==> src/rtl/trg_cmd_arbiter.sv <==
// Round-robin arbiter sharing the single Data_Block command port (TRG_*) between two requesters.
// One command in flight; sequences enable pulse, busy rise/fall with timeout, returns completion.
module trg_cmd_arbiter #(
    parameter int unsigned ADDR_WIDTH = 8,
    parameter int unsigned DATA_WIDTH = 16,
    parameter int unsigned BUSY_WAIT  = 4,
    parameter int unsigned TIMEOUT    = 1024
) (
    input  logic                  Clock,
    input  logic                  Reset,
    input  logic                  Req1_Valid,
    input  logic                  Req1_Write_Read,
    input  logic [ADDR_WIDTH-1:0] Req1_Addr,
    input  logic [DATA_WIDTH-1:0] Req1_Data,
    output logic                  Req1_Done,
    output logic                  Req1_Error,
    output logic [DATA_WIDTH-1:0] Req1_Rx_Data,
    input  logic                  Req2_Valid,
    input  logic                  Req2_Write_Read,
    input  logic [ADDR_WIDTH-1:0] Req2_Addr,
    input  logic [DATA_WIDTH-1:0] Req2_Data,
    output logic                  Req2_Done,
    output logic                  Req2_Error,
    output logic [DATA_WIDTH-1:0] Req2_Rx_Data,
    output logic                  TRG_enable_cmd,
    output logic                  TRG_write_read,
    output logic [ADDR_WIDTH-1:0] TRG_addr,
    output logic [DATA_WIDTH-1:0] TRG_data,
    input  logic                  TRG_busy,
    input  logic [DATA_WIDTH-1:0] TRG_rx_data,
    output logic                  Arb_Active,
    output logic                  Arb_Owner
);

    localparam int unsigned CNT_MAX = (TIMEOUT > BUSY_WAIT) ? TIMEOUT : BUSY_WAIT;
    localparam int unsigned CNT_W   = $clog2(CNT_MAX + 1);
    localparam logic [CNT_W-1:0] BusyLast = CNT_W'(BUSY_WAIT - 1);
    localparam logic [CNT_W-1:0] TmoLast  = CNT_W'(TIMEOUT - 1);
    localparam logic [CNT_W-1:0] CntSat   = CNT_W'(CNT_MAX);

    typedef enum logic [2:0] {StIdle, StIssue, StWaitBusy, StWaitDone, StRespond} state_t;

    state_t                state_q, state_d;
    logic [CNT_W-1:0]      cnt_q, cnt_d;
    logic                  pref_q, pref_d;
    logic                  mask_q, mask_d;
    logic                  owner_q, owner_d;
    logic                  en_q, en_d;
    logic                  wr_q, wr_d;
    logic [ADDR_WIDTH-1:0] addr_q, addr_d;
    logic [DATA_WIDTH-1:0] data_q, data_d;
    logic                  done1_q, done1_d, err1_q, err1_d;
    logic                  done2_q, done2_d, err2_q, err2_d;
    logic [DATA_WIDTH-1:0] rx1_q, rx1_d, rx2_q, rx2_d;

    logic                  v1, v2, grant, finish, fin_err;
    logic [DATA_WIDTH-1:0] rx_sel;

    always_comb begin
        state_d = state_q;
        cnt_d   = cnt_q;
        pref_d  = pref_q;
        mask_d  = 1'b0;
        owner_d = owner_q;
        en_d    = 1'b0;
        wr_d    = wr_q;
        addr_d  = addr_q;
        data_d  = data_q;
        done1_d = 1'b0;
        err1_d  = 1'b0;
        rx1_d   = rx1_q;
        done2_d = 1'b0;
        err2_d  = 1'b0;
        rx2_d   = rx2_q;
        finish  = 1'b0;
        fin_err = 1'b0;
        grant   = 1'b0;
        rx_sel  = '0;
        // The requester just served is ignored for one IDLE cycle so a stale Valid is not re-granted.
        v1 = Req1_Valid & ~(mask_q & ~owner_q);
        v2 = Req2_Valid & ~(mask_q & owner_q);

        unique case (state_q)
            StIdle: begin
                if (v1 || v2) begin
                    grant   = (v1 && v2) ? pref_q : v2;
                    owner_d = grant;
                    wr_d    = grant ? Req2_Write_Read : Req1_Write_Read;
                    addr_d  = grant ? Req2_Addr : Req1_Addr;
                    data_d  = grant ? Req2_Data : Req1_Data;
                    en_d    = 1'b1;
                    state_d = StIssue;
                end
            end
            StIssue: begin
                cnt_d   = '0;
                state_d = StWaitBusy;
            end
            StWaitBusy: begin
                if (TRG_busy) begin
                    cnt_d   = '0;
                    state_d = StWaitDone;
                end else if (cnt_q == BusyLast) begin
                    finish = 1'b1;
                end else begin
                    cnt_d = (cnt_q == CntSat) ? cnt_q : cnt_q + 1'b1;
                end
            end
            StWaitDone: begin
                // Busy falling on the timeout cycle still counts as a normal completion.
                if (!TRG_busy) begin
                    finish = 1'b1;
                end else if (cnt_q == TmoLast) begin
                    finish  = 1'b1;
                    fin_err = 1'b1;
                end else begin
                    cnt_d = (cnt_q == CntSat) ? cnt_q : cnt_q + 1'b1;
                end
            end
            StRespond: begin
                pref_d  = ~owner_q;
                mask_d  = 1'b1;
                state_d = StIdle;
            end
            default: state_d = StIdle;
        endcase

        if (finish) begin
            state_d = StRespond;
            cnt_d   = '0;
            rx_sel  = fin_err ? '0 : TRG_rx_data;
            if (owner_q) begin
                done2_d = 1'b1;
                err2_d  = fin_err;
                rx2_d   = rx_sel;
            end else begin
                done1_d = 1'b1;
                err1_d  = fin_err;
                rx1_d   = rx_sel;
            end
        end
    end

    always_ff @(posedge Clock) begin
        if (Reset) begin
            state_q <= StIdle;
            cnt_q   <= '0;
            pref_q  <= 1'b0;
            mask_q  <= 1'b0;
            owner_q <= 1'b0;
            en_q    <= 1'b0;
            wr_q    <= 1'b0;
            addr_q  <= '0;
            data_q  <= '0;
            done1_q <= 1'b0;
            err1_q  <= 1'b0;
            rx1_q   <= '0;
            done2_q <= 1'b0;
            err2_q  <= 1'b0;
            rx2_q   <= '0;
        end else begin
            state_q <= state_d;
            cnt_q   <= cnt_d;
            pref_q  <= pref_d;
            mask_q  <= mask_d;
            owner_q <= owner_d;
            en_q    <= en_d;
            wr_q    <= wr_d;
            addr_q  <= addr_d;
            data_q  <= data_d;
            done1_q <= done1_d;
            err1_q  <= err1_d;
            rx1_q   <= rx1_d;
            done2_q <= done2_d;
            err2_q  <= err2_d;
            rx2_q   <= rx2_d;
        end
    end

    assign Req1_Done      = done1_q;
    assign Req1_Error     = err1_q;
    assign Req1_Rx_Data   = rx1_q;
    assign Req2_Done      = done2_q;
    assign Req2_Error     = err2_q;
    assign Req2_Rx_Data   = rx2_q;
    assign TRG_enable_cmd = en_q;
    assign TRG_write_read = wr_q;
    assign TRG_addr       = addr_q;
    assign TRG_data       = data_q;
    assign Arb_Active     = (state_q != StIdle);
    assign Arb_Owner      = owner_q;

endmodule

==> config.mk <==
export PLATFORM = sky130hd
export DESIGN_NAME = trg_cmd_arbiter
export DESIGN_NICKNAME = d
export VERILOG_FILES = /design/src/rtl/trg_cmd_arbiter.sv
export SDC_FILE = /design/constraint.sdc
export NUM_CORES = 1
export LEC_CHECK = 0
export BUFFER_PORTS_ARGS = -buffer_cell sky130_fd_sc_hd__buf_2
export CORE_AREA = 2 2 107 109
export CTS_CLUSTER_SIZE = 24
export DETAILED_ROUTE_END_ITERATION = 8
export DIE_AREA = 0 0 109 111
export SLEW_MARGIN = 20
export SYNTH_ARGS = -nofsm -noshare
export SYNTH_HDL_FRONTEND = slang
export SYNTH_SLANG_ARGS = --single-unit
==> constraint.sdc <==
create_clock -name Clock -period 5.8 [get_ports Clock]
set_input_delay 1.16 -clock Clock [delete_from_list [all_inputs] [get_ports Clock]]
set_output_delay 1.16 -clock Clock [all_outputs]
set_load 0.05 [all_outputs]
Yosys cells after proc, flatten, opt, wreduce, memory -nomap -nowiden
Cells that the tools add are included.

Bits in registers: 79. Bits of input ports: 71. Output and inout bits: 64. Word-level logic and storage cells: 84.

Add/subtract/negate cells: 1. Equal/unequal tests: 15. Mux-type cells: 26. Bitwise logic cells: 10. Reduce and logical (&&, ||, !) cells: 16.

Operator list (count): $mux W11 (5); $pmux W11 S3 (1); $mux W16 (2); $mux W1 (12); $pmux W3 S4 (1); $add A11 B1 Y11 const B (1); $eq A11 B10 Y1 const B (1); $eq A11 B11 Y1 const B (1); $eq A11 B2 Y1 const B (1); $ne A2 B2 Y1 const B (5); $mux W3 (3); $ne A3 B3 Y1 const B (3); $mux W8 (1); $eq A3 B2 Y1 const B (2); $not A1 Y1 (6); $reduce_and A2 Y1 (3); $reduce_and A3 Y1 (2); $reduce_bool A3 Y1 (2); $reduce_or A2 Y1 (3); $reduce_or A3 Y1 (2); $and A1 B1 Y1 (4); $reduce_and A4 Y1 (1); $eq A3 B1 Y1 const B (1); $eq A3 B3 Y1 const B (1); 4 further kinds (4).

Logic depth before layout (Yosys ltp)
Gate-level depths: netlist of the first run.

Depth after elaboration: 8. Mapped depth: 7. Depth with buffers taken out: 6.

Worst setup path after synthesis of the first run
Ideal clock, no wire load.

Path type: input -> register. From: input port TRG_busy. To: register rx1_q[10], in the netlist Req1_Rx_Data[10]. Setup time: 0.123 ns. Data arrival time: 2.153 ns. Required time: 5.677 ns. Slack: 3.524 ns. Cell stages on the path: 5. Path buffers: 1. Cells stage by stage: nor3b_1 > nand4_1 > a31oi_4 > clkbuf_2 > o21ai_0.

Longest elaborated chain between the ends: 3. Elaborated cells on any way between the ends: 7. Classes of those cells: 6 x mux; 1 x reduce/logical.

Ends and longest elaborated chain: from (decl) (line 29) `input logic TRG_busy,`; $mux W1, on equally long branches (line 111, 100); $pmux W1 S2 / $mux W1 (equally long branches) (line 83) `unique case (state_q)`; $reduce_and A2 Y1 (no source line) / $mux W16 (equally long branches); to (signal assigned) (line 173) `rx1_q <= rx1_d;`; to (decl) (line 54) `logic [DATA_WIDTH-1:0] rx1_q, rx1_d, rx2_q, rx2_d;`.

Several ways; a longest one is shown, not always the timed one. A chain may end at the register's enable or synchronous reset.

Final worst setup path of the first run
From: input port Req2_Valid. To: register owner_q, in the netlist Arb_Owner.

Longest elaborated chain between the ends: 3. Elaborated cells on any way between the ends: 5. Classes of those cells: 1 x mux; 1 x bitwise; 3 x reduce/logical.

Ends and longest elaborated chain: from (decl) (line 18) `input logic Req2_Valid,`; $and A1 B1 Y1 * (line 81) `v2 = Req2_Valid & ~(mask_q & owner_q);`; $logic_and A1 B1 Y1 / $logic_or A1 B1 Y1 (equally long branches) (line 86, 85); $mux W1 / $reduce_and A2 Y1 (equally long branches); to (signal assigned) (line 166) `owner_q <= owner_d;`; to (decl) (line 47) `logic owner_q, owner_d;`.

Every way passes the cells marked *; elsewhere a longest branch is shown, timed or not.

==> results of run 1 <==
-- worst paths after layout --
| kind | slack [ps] | startpoint | endpoint | depth (start not counted) |
|---|---|---|---|---|
| worst max-delay path | 3200 | Req2_Valid | Arb_Owner | 6 |
| worst min-delay path | 470 | Req1_Rx_Data[14] | Req1_Rx_Data[14] | 2 |
| worst max register to register | 3270 | cnt_q[0] | Req1_Rx_Data[9] | 5 |
| worst min register to register | 470 | Req1_Rx_Data[14] | Req1_Rx_Data[14] | 2 |
-- critical path, cell delays in order --
cell and delay [ps]:
buf_2 100, mux2i_1 60, a21oi_1 200, nor2b_4 840
mux2_2 410, nor2_1 80
-- cells by family (layout without fill, tap and decap cells) --
logic type / Yosys count / in the layout / synth area share
buffers and inverters: 31 / 157 / 0.0473
adders and majority gates: 2 / 2 / 0.00733
and+or+nand+nor: 156 / 156 / 0.237
AOI/OAI and AO/OA: 89 / 89 / 0.163
DFF: 79 / 79 / 0.463
muxes: 28 / 28 / 0.0824
-- layout by cell type, fill, tap and decap left out, types with 8 or more instances in the layout --
cell type,instances
nand2_1,8
nor2_1,46
o21ai_0,40
a21oi_1,12
nand2b_1,32
buf_2,134
mux2i_1,27
nand3_1,37
clkbuf_16,9
a211oi_1,26
dfxtp_1,79
-- cell type report --
cell class                      count  share of cell area
Inverter                            5             0.00421
Clock inverter                      7              0.0193
Tap cell                          143              0.0401
Clock buffer                        9              0.0505
Sequential cell                    79               0.354
Timing Repair Buffer              136               0.154
Multi-Input combinational cell    275               0.378
-- sequential cells by signal (all words and copies together), names as in the netlist, 3 cells and up --
name          count
Req1_Rx_Data     16
Req2_Rx_Data     16
TRG_addr          8
TRG_data         16
cnt_q            11
state_q           3
-- stage by stage --
stage / std cells / area (um2) / utilization / total power (uW) / worst slack, ps
finish: 654 / 4460 / 0.403 / 1490 / 3200
global route: 654 / 4460 / 0.403 / 1570 / 3000
CTS: 654 / 4460 / 0.403 / 1520 / 3180
detailed placement: 638 / 4150 / 0.374 / 924 / 2830
global placement: 638 / 4150 / 0.374 / 918 / 2860
floorplan: 385 / 3410 / - / 839 / 3520
-- Yosys cell counts (7+ instances only) --
library cell  number
a211oi_1          26
a21oi_1           13
buf_2             10
clkbuf_1          10
dfxtp_1           79
mux2i_1           27
nand2_1            8
nand2b_1          32
nand3_1           37
nor2_1            46
nor2b_1            7
o21ai_0           40
-- layer usage --
metal / track usage / vias up / part of all wire
met5: 0 / - / 0
met1: 0.175 / 1423 / 0.45
met3: 0.0488 / 10 / 0.058
li1: - / 1621 / -
met2: 0.235 / 76 / 0.48
met4: 0.0607 / 0 / 0.014
-- power groups by stage --
stage | clock, uW | sequential [uW] | combinational, uW
global route | 628 | 603 | 335
detailed placement | 0 | 610 | 314
finish | 585 | 598 | 312
floorplan | 0 | 721 | 118
global placement | 0 | 609 | 309
CTS | 606 | 598 | 315
==> flow_summary.toml, run 1 <==
[synthesis]
yosysTopAreaCell = "dfxtp_1"
avgSynthCellArea_um2 = 8.87
synthesis.area_um2 = 3410
async_flop_share = 0
ys_ff_latch = 79
syn_inst = 385
yosys.cell_types.count = 38
yosysTopAreaCellShare = 0.463
synth_warnings = 0
synth_edf_count = 0
ys.flop_type = "dfxtp_1"
synthTopCellsByArea = "dfxtp_1 (46%), mux2i_1 (7.9%), nand2b_1 (5.9%), o21ai_0 (5.9%), a211oi_1 (5.7%)"
synth_nets = 458
seq_area_frac_synth = 0.463

[route]
drc = 0
drt_iter0_markers = 181
wl_per_cell_um = 13.4
antenna_left = 0
viasPerCell = 4.79
vias = 3130
drtPass1Iterations = 4
routed_wirelength_um = 8770

[power]
p_seq_frac = 0.400
ir_drop_uv = 191
power.switching_uw = 486
switching_share = 0.325
p_int_uw = 1010
p_comb_frac = 0.208
p_clk_frac = 0.392
p_leak_uw = 0.00199
powerDensity_nw_per_um2 = 335

[sta]
fmax_mhz = 384
setup_viol = 0
hold_violations = 0
fin_setup_tns_ps = 0
fin_crit_sh = 0.448
drv_slew = 0
max-slew-margin-rel = 0.341
grt_setup_unrepaired = "no"
tightest_slew_ps = 987
skew_ps = 6.53
layout_min_cycle_time_ps = 2600
whs_ps = 468

[clock_tree]
cts_tree = "built"
h-tree-depth = 3
cts.sinks = 79
cts-resized-gates = 0
clock_latency_ps = 330
path_clk_slew_ps = 70
post-cts-setup-buffers = 0
cts_max_path_buffers = 2
cts_root_buf = "clkbuf_16"
cts.hold.buffers_added = 0
cts_buffers = 9

[grt]
grt_pass1_vias = 2968
grt_antenna_before_repair = 0
grt_max_degree = 69
grt_usage = 0.145
grt_overflow = 0
grt_pass1_wl_um = 14000

[place]
gp_congestion = 0.771
io_buffers = 134
dp_hpwl_um = 6270

[floorplan]
coreArea_um2 = 11100
pin_count = 135
fp.dieW_um = 109
dieArea_um2 = 12100
rows = 39
die_h_um = 111
start_util = 0.308

[critical_path]
crit_required_ps = 6070
start_kind = "input port"
setup.worst_path.class = "input port to flop"
worstPathArrival_ps = 2870
endpoint_kind = "flop"
crit_fanout = 52

[final_layout]
multi_input_area_um2 = 1690
areaGrowthSynthToFinish_pct = 30.7
antenna_cells = 0
seq_area_um2 = 1580
fillers = 1145
drive_gt1_frac = 0.315
fin_nets = 579

[outcome]
status = "finished, final reports clean"

[min_path]
hold_class = "flop to flop"

[run]
drv_cap = 0
Note: power is estimated with default switching activity, not from simulation.
==> inputs of run 2 (changes only) <==
--- a/config.mk
+++ b/config.mk
@@ -5,11 +5,12 @@
 export SDC_FILE = /design/constraint.sdc
 export NUM_CORES = 1
 export LEC_CHECK = 0
+export ABC_AREA = 1
 export BUFFER_PORTS_ARGS = -buffer_cell sky130_fd_sc_hd__buf_2
-export CORE_AREA = 2 2 107 109
+export CORE_AREA = 2 2 111 113
 export CTS_CLUSTER_SIZE = 24
 export DETAILED_ROUTE_END_ITERATION = 8
-export DIE_AREA = 0 0 109 111
+export DIE_AREA = 0 0 113 115
 export SLEW_MARGIN = 20
 export SYNTH_ARGS = -nofsm -noshare
 export SYNTH_HDL_FRONTEND = slang
==> constraint.sdc (replaced) <==
create_clock -name Clock -period 2.58 [get_ports Clock]
set_input_delay 0.516 -clock Clock [delete_from_list [all_inputs] [get_ports Clock]]
set_output_delay 0.516 -clock Clock [all_outputs]
set_load 0.05 [all_outputs]
==> run 2 against run 1 <==
Against the previous run: the flow now finishes with violations (design-rule violations); critical path depth rose by 5; combinational power rose to 3.3 times the previous value; critical endpoint is now Req2_Rx_Data[14]; synthesized cell count rose by 44%.
==> flow_summary.toml, run 2 <==
[clock_tree]
cts_root_buf = "clkbuf_16"
path_clk_slew_ps = 60
clock_latency_ps = 330
cts_buffers = 9
cts.hold.buffers_added = 0
cts_max_path_buffers = 2
cts-resized-gates = 0
h-tree-depth = 3
cts_tree = "built"
post-cts-setup-buffers = 0
cts.sinks = 79

[route]
wl_per_cell_um = 12.4
viasPerCell = 4.66
drc = 3
antenna_left = 0
drtPass1Iterations = 6
routed_wirelength_um = 10200
vias = 3862
drt_iter0_markers = 181

[sta]
fin_crit_sh = 0.765
max-slew-margin-rel = 0.535
grt_setup_unrepaired = "no"
setup_viol = 0
whs_ps = 448
timing.final.ws_setup_ps = 606
layout_min_cycle_time_ps = 1970
skew_ps = 6.31
drv_slew = 0
hold_violations = 0
tightest_slew_ps = 693
fmax_mhz = 507
fin_setup_tns_ps = 0

[grt]
grt_overflow = 0
grt_antenna_before_repair = 0
grt_pass1_vias = 3584
grt_pass1_wl_um = 16600
grt_max_degree = 53
grt_usage = 0.158

[critical_path]
critPathSlowestCell = "dfxtp_1"
crit_required_ps = 2810
r2r_cells = 11
r2r-end = "Req2_Rx_Data[14]"
cpMostUsedCell = "nand2_2"
slowest_delay_ps = 370
endpoint_kind = "flop"
worstPathArrival_ps = 2200
setup.worst_path.class = "flop to flop"
critical_path.top_delay_family = "simple AND/OR/NAND/NOR gates"
start_kind = "flop"
r2r-start = "cnt_q[1]"
path_buf_inv = 1
reg2reg_slack_ps = 610
crit_chain = "ha_1, nand2_2, nor2_4, nand2_2, nor2_4, nand2_2, nand3_4, buf_4, nand3_1, nand2_1, nor2_1"
crit_fanout = 28

[power]
p_clk_frac = 0.329
power.switching_uw = 1290
ir_drop_uv = 335
switching_share = 0.357
p_seq_frac = 0.389
powerDensity_nw_per_um2 = 760
p_int_uw = 2330
p_leak_uw = 0.00245
p_comb_frac = 0.282

[synthesis]
synth_compound_area_frac = 0.139
ys_ff_latch = 79
synth_nets = 629
yosys.cell_types.count = 27
synth_simple_gate_area_frac = 0.329
synth_fa_ha_area_frac = 0.00671
yosysTopAreaCellShare = 0.424
yosysTopAreaCell = "dfxtp_1"
ys.flop_type = "dfxtp_1"
async_flop_share = 0
seq_area_frac_synth = 0.424
syn_inst = 556
synthesis.area_um2 = 3730
yosysMostFrequentCell = "nand2_1"
avgSynthCellArea_um2 = 6.70
synth_top_family_by_area = "simple AND/OR/NAND/NOR gates"
synthTopCellsByArea = "dfxtp_1 (42%), nand2_1 (17%), nor2_1 (7.6%), inv_1 (5.0%), o21ai_0 (4.7%)"
synth_warnings = 0
synth_edf_count = 0
synth.area.mux_share = 0
synth_xor_area_frac = 0.00705
synth_common_cells = "nand2_1 (166), dfxtp_1 (79), nor2_1 (75)"

[final_layout]
seq_area_um2 = 1580
antenna_cells = 0
final_core_util = 0.403
final_cell_mix = "nand2_1 (166), buf_2 (134), dfxtp_1 (79)"
multi_input_area_um2 = 1800
layout_commonest_cell = "nand2_1"
areaGrowthSynthToFinish_pct = 27.7
finalInstanceArea_um2 = 4760
fin_nets = 753
drive_gt1_frac = 0.251
fillers = 1227

[min_path]
holdCritStartpoint = "Req1_Addr[6]"
holdPathEnd = "TRG_addr[6]"
hold_class = "input port to flop"
min_path_cells = 3

[floorplan]
fp.dieW_um = 113
dieArea_um2 = 13000
coreArea_um2 = 11800
rows = 40
die_h_um = 115
start_util = 0.316
pin_count = 135

[outcome]
violations = "design-rule violations"
status = "finished, violations left"

[place]
placed_area_um2 = 4490
gp_congestion = 0.820
dp_hpwl_um = 7400
place_ws_ps = 531
io_buffers = 134

[run]
drv_cap = 0
[run 2: power by group through the flow]
stage	clock network, uW	registers, uW	logic, uW
finish	1190	1410	1020
global route	1270	1420	1120
CTS	1230	1410	1030
detailed placement	0	1430	1030
global placement	0	1430	1020
floorplan	0	1770	419
[run 2: routing by layer]
metal	global-route usage	routed length [um]	up-vias
li1	-	-	2015
met4	0.0626	178	0
met3	0.0459	632	11
met5	0	0	-
met2	0.265	4780	100
met1	0.192	4660	1736
[run 2: metrics by stage]
step                      cells  power [uW]
final                       829        3620
after global routing        829        3810
after global placement      816        2450
after detailed placement    816        2460
after floorplan             556        2190
after CTS                   829        3670
[run 2: area by class of cell]
type	instances	share of cell area
multi-input combinational	394	0.378
sequential	79	0.332
timing repair buffer	141	0.152
clock buffer	11	0.0489
inverter	55	0.0434
tap	147	0.0386
clock inverter	2	0.00736
[run 2: how the worst max path moves through the flow]
| stage | to | cells after the start | startpoint | slack (ps) |
|---|---|---|---|---|
| finish | Req2_Rx_Data[14] | 11 | cnt_q[1] | 610 |
| global route | Req2_Rx_Data[9] | 10 | cnt_q[1] | 360 |
| CTS | Req2_Rx_Data[9] | 10 | cnt_q[1] | 580 |
| detailed placement | Req2_Rx_Data[15] | 5 | Reset | 530 |
| global placement | Req1_Rx_Data[10] | 5 | Reset | 540 |
| floorplan | TRG_addr[0] | 9 | Arb_Owner | 740 |
[run 2: cells by family after synthesis]
family                   after synthesis
XOR/XNOR                               3
adder cells (fa/ha/maj)                2
AO/OA/AOI/OAI                         96
flip-flops                            79
AND/OR/NAND/NOR                      293
buffers and inverters                 83
[run 2: worst reg2reg max path, cell delays in order, from the launching register on]
cell	delay (ps)
dfxtp_1	370
ha_1	260
nand2_2	90
nor2_4	130
nand2_2	90
nor2_4	150
nand2_2	80
nand3_4	130
buf_4	310
nand3_1	140
nand2_1	80
nor2_1	40
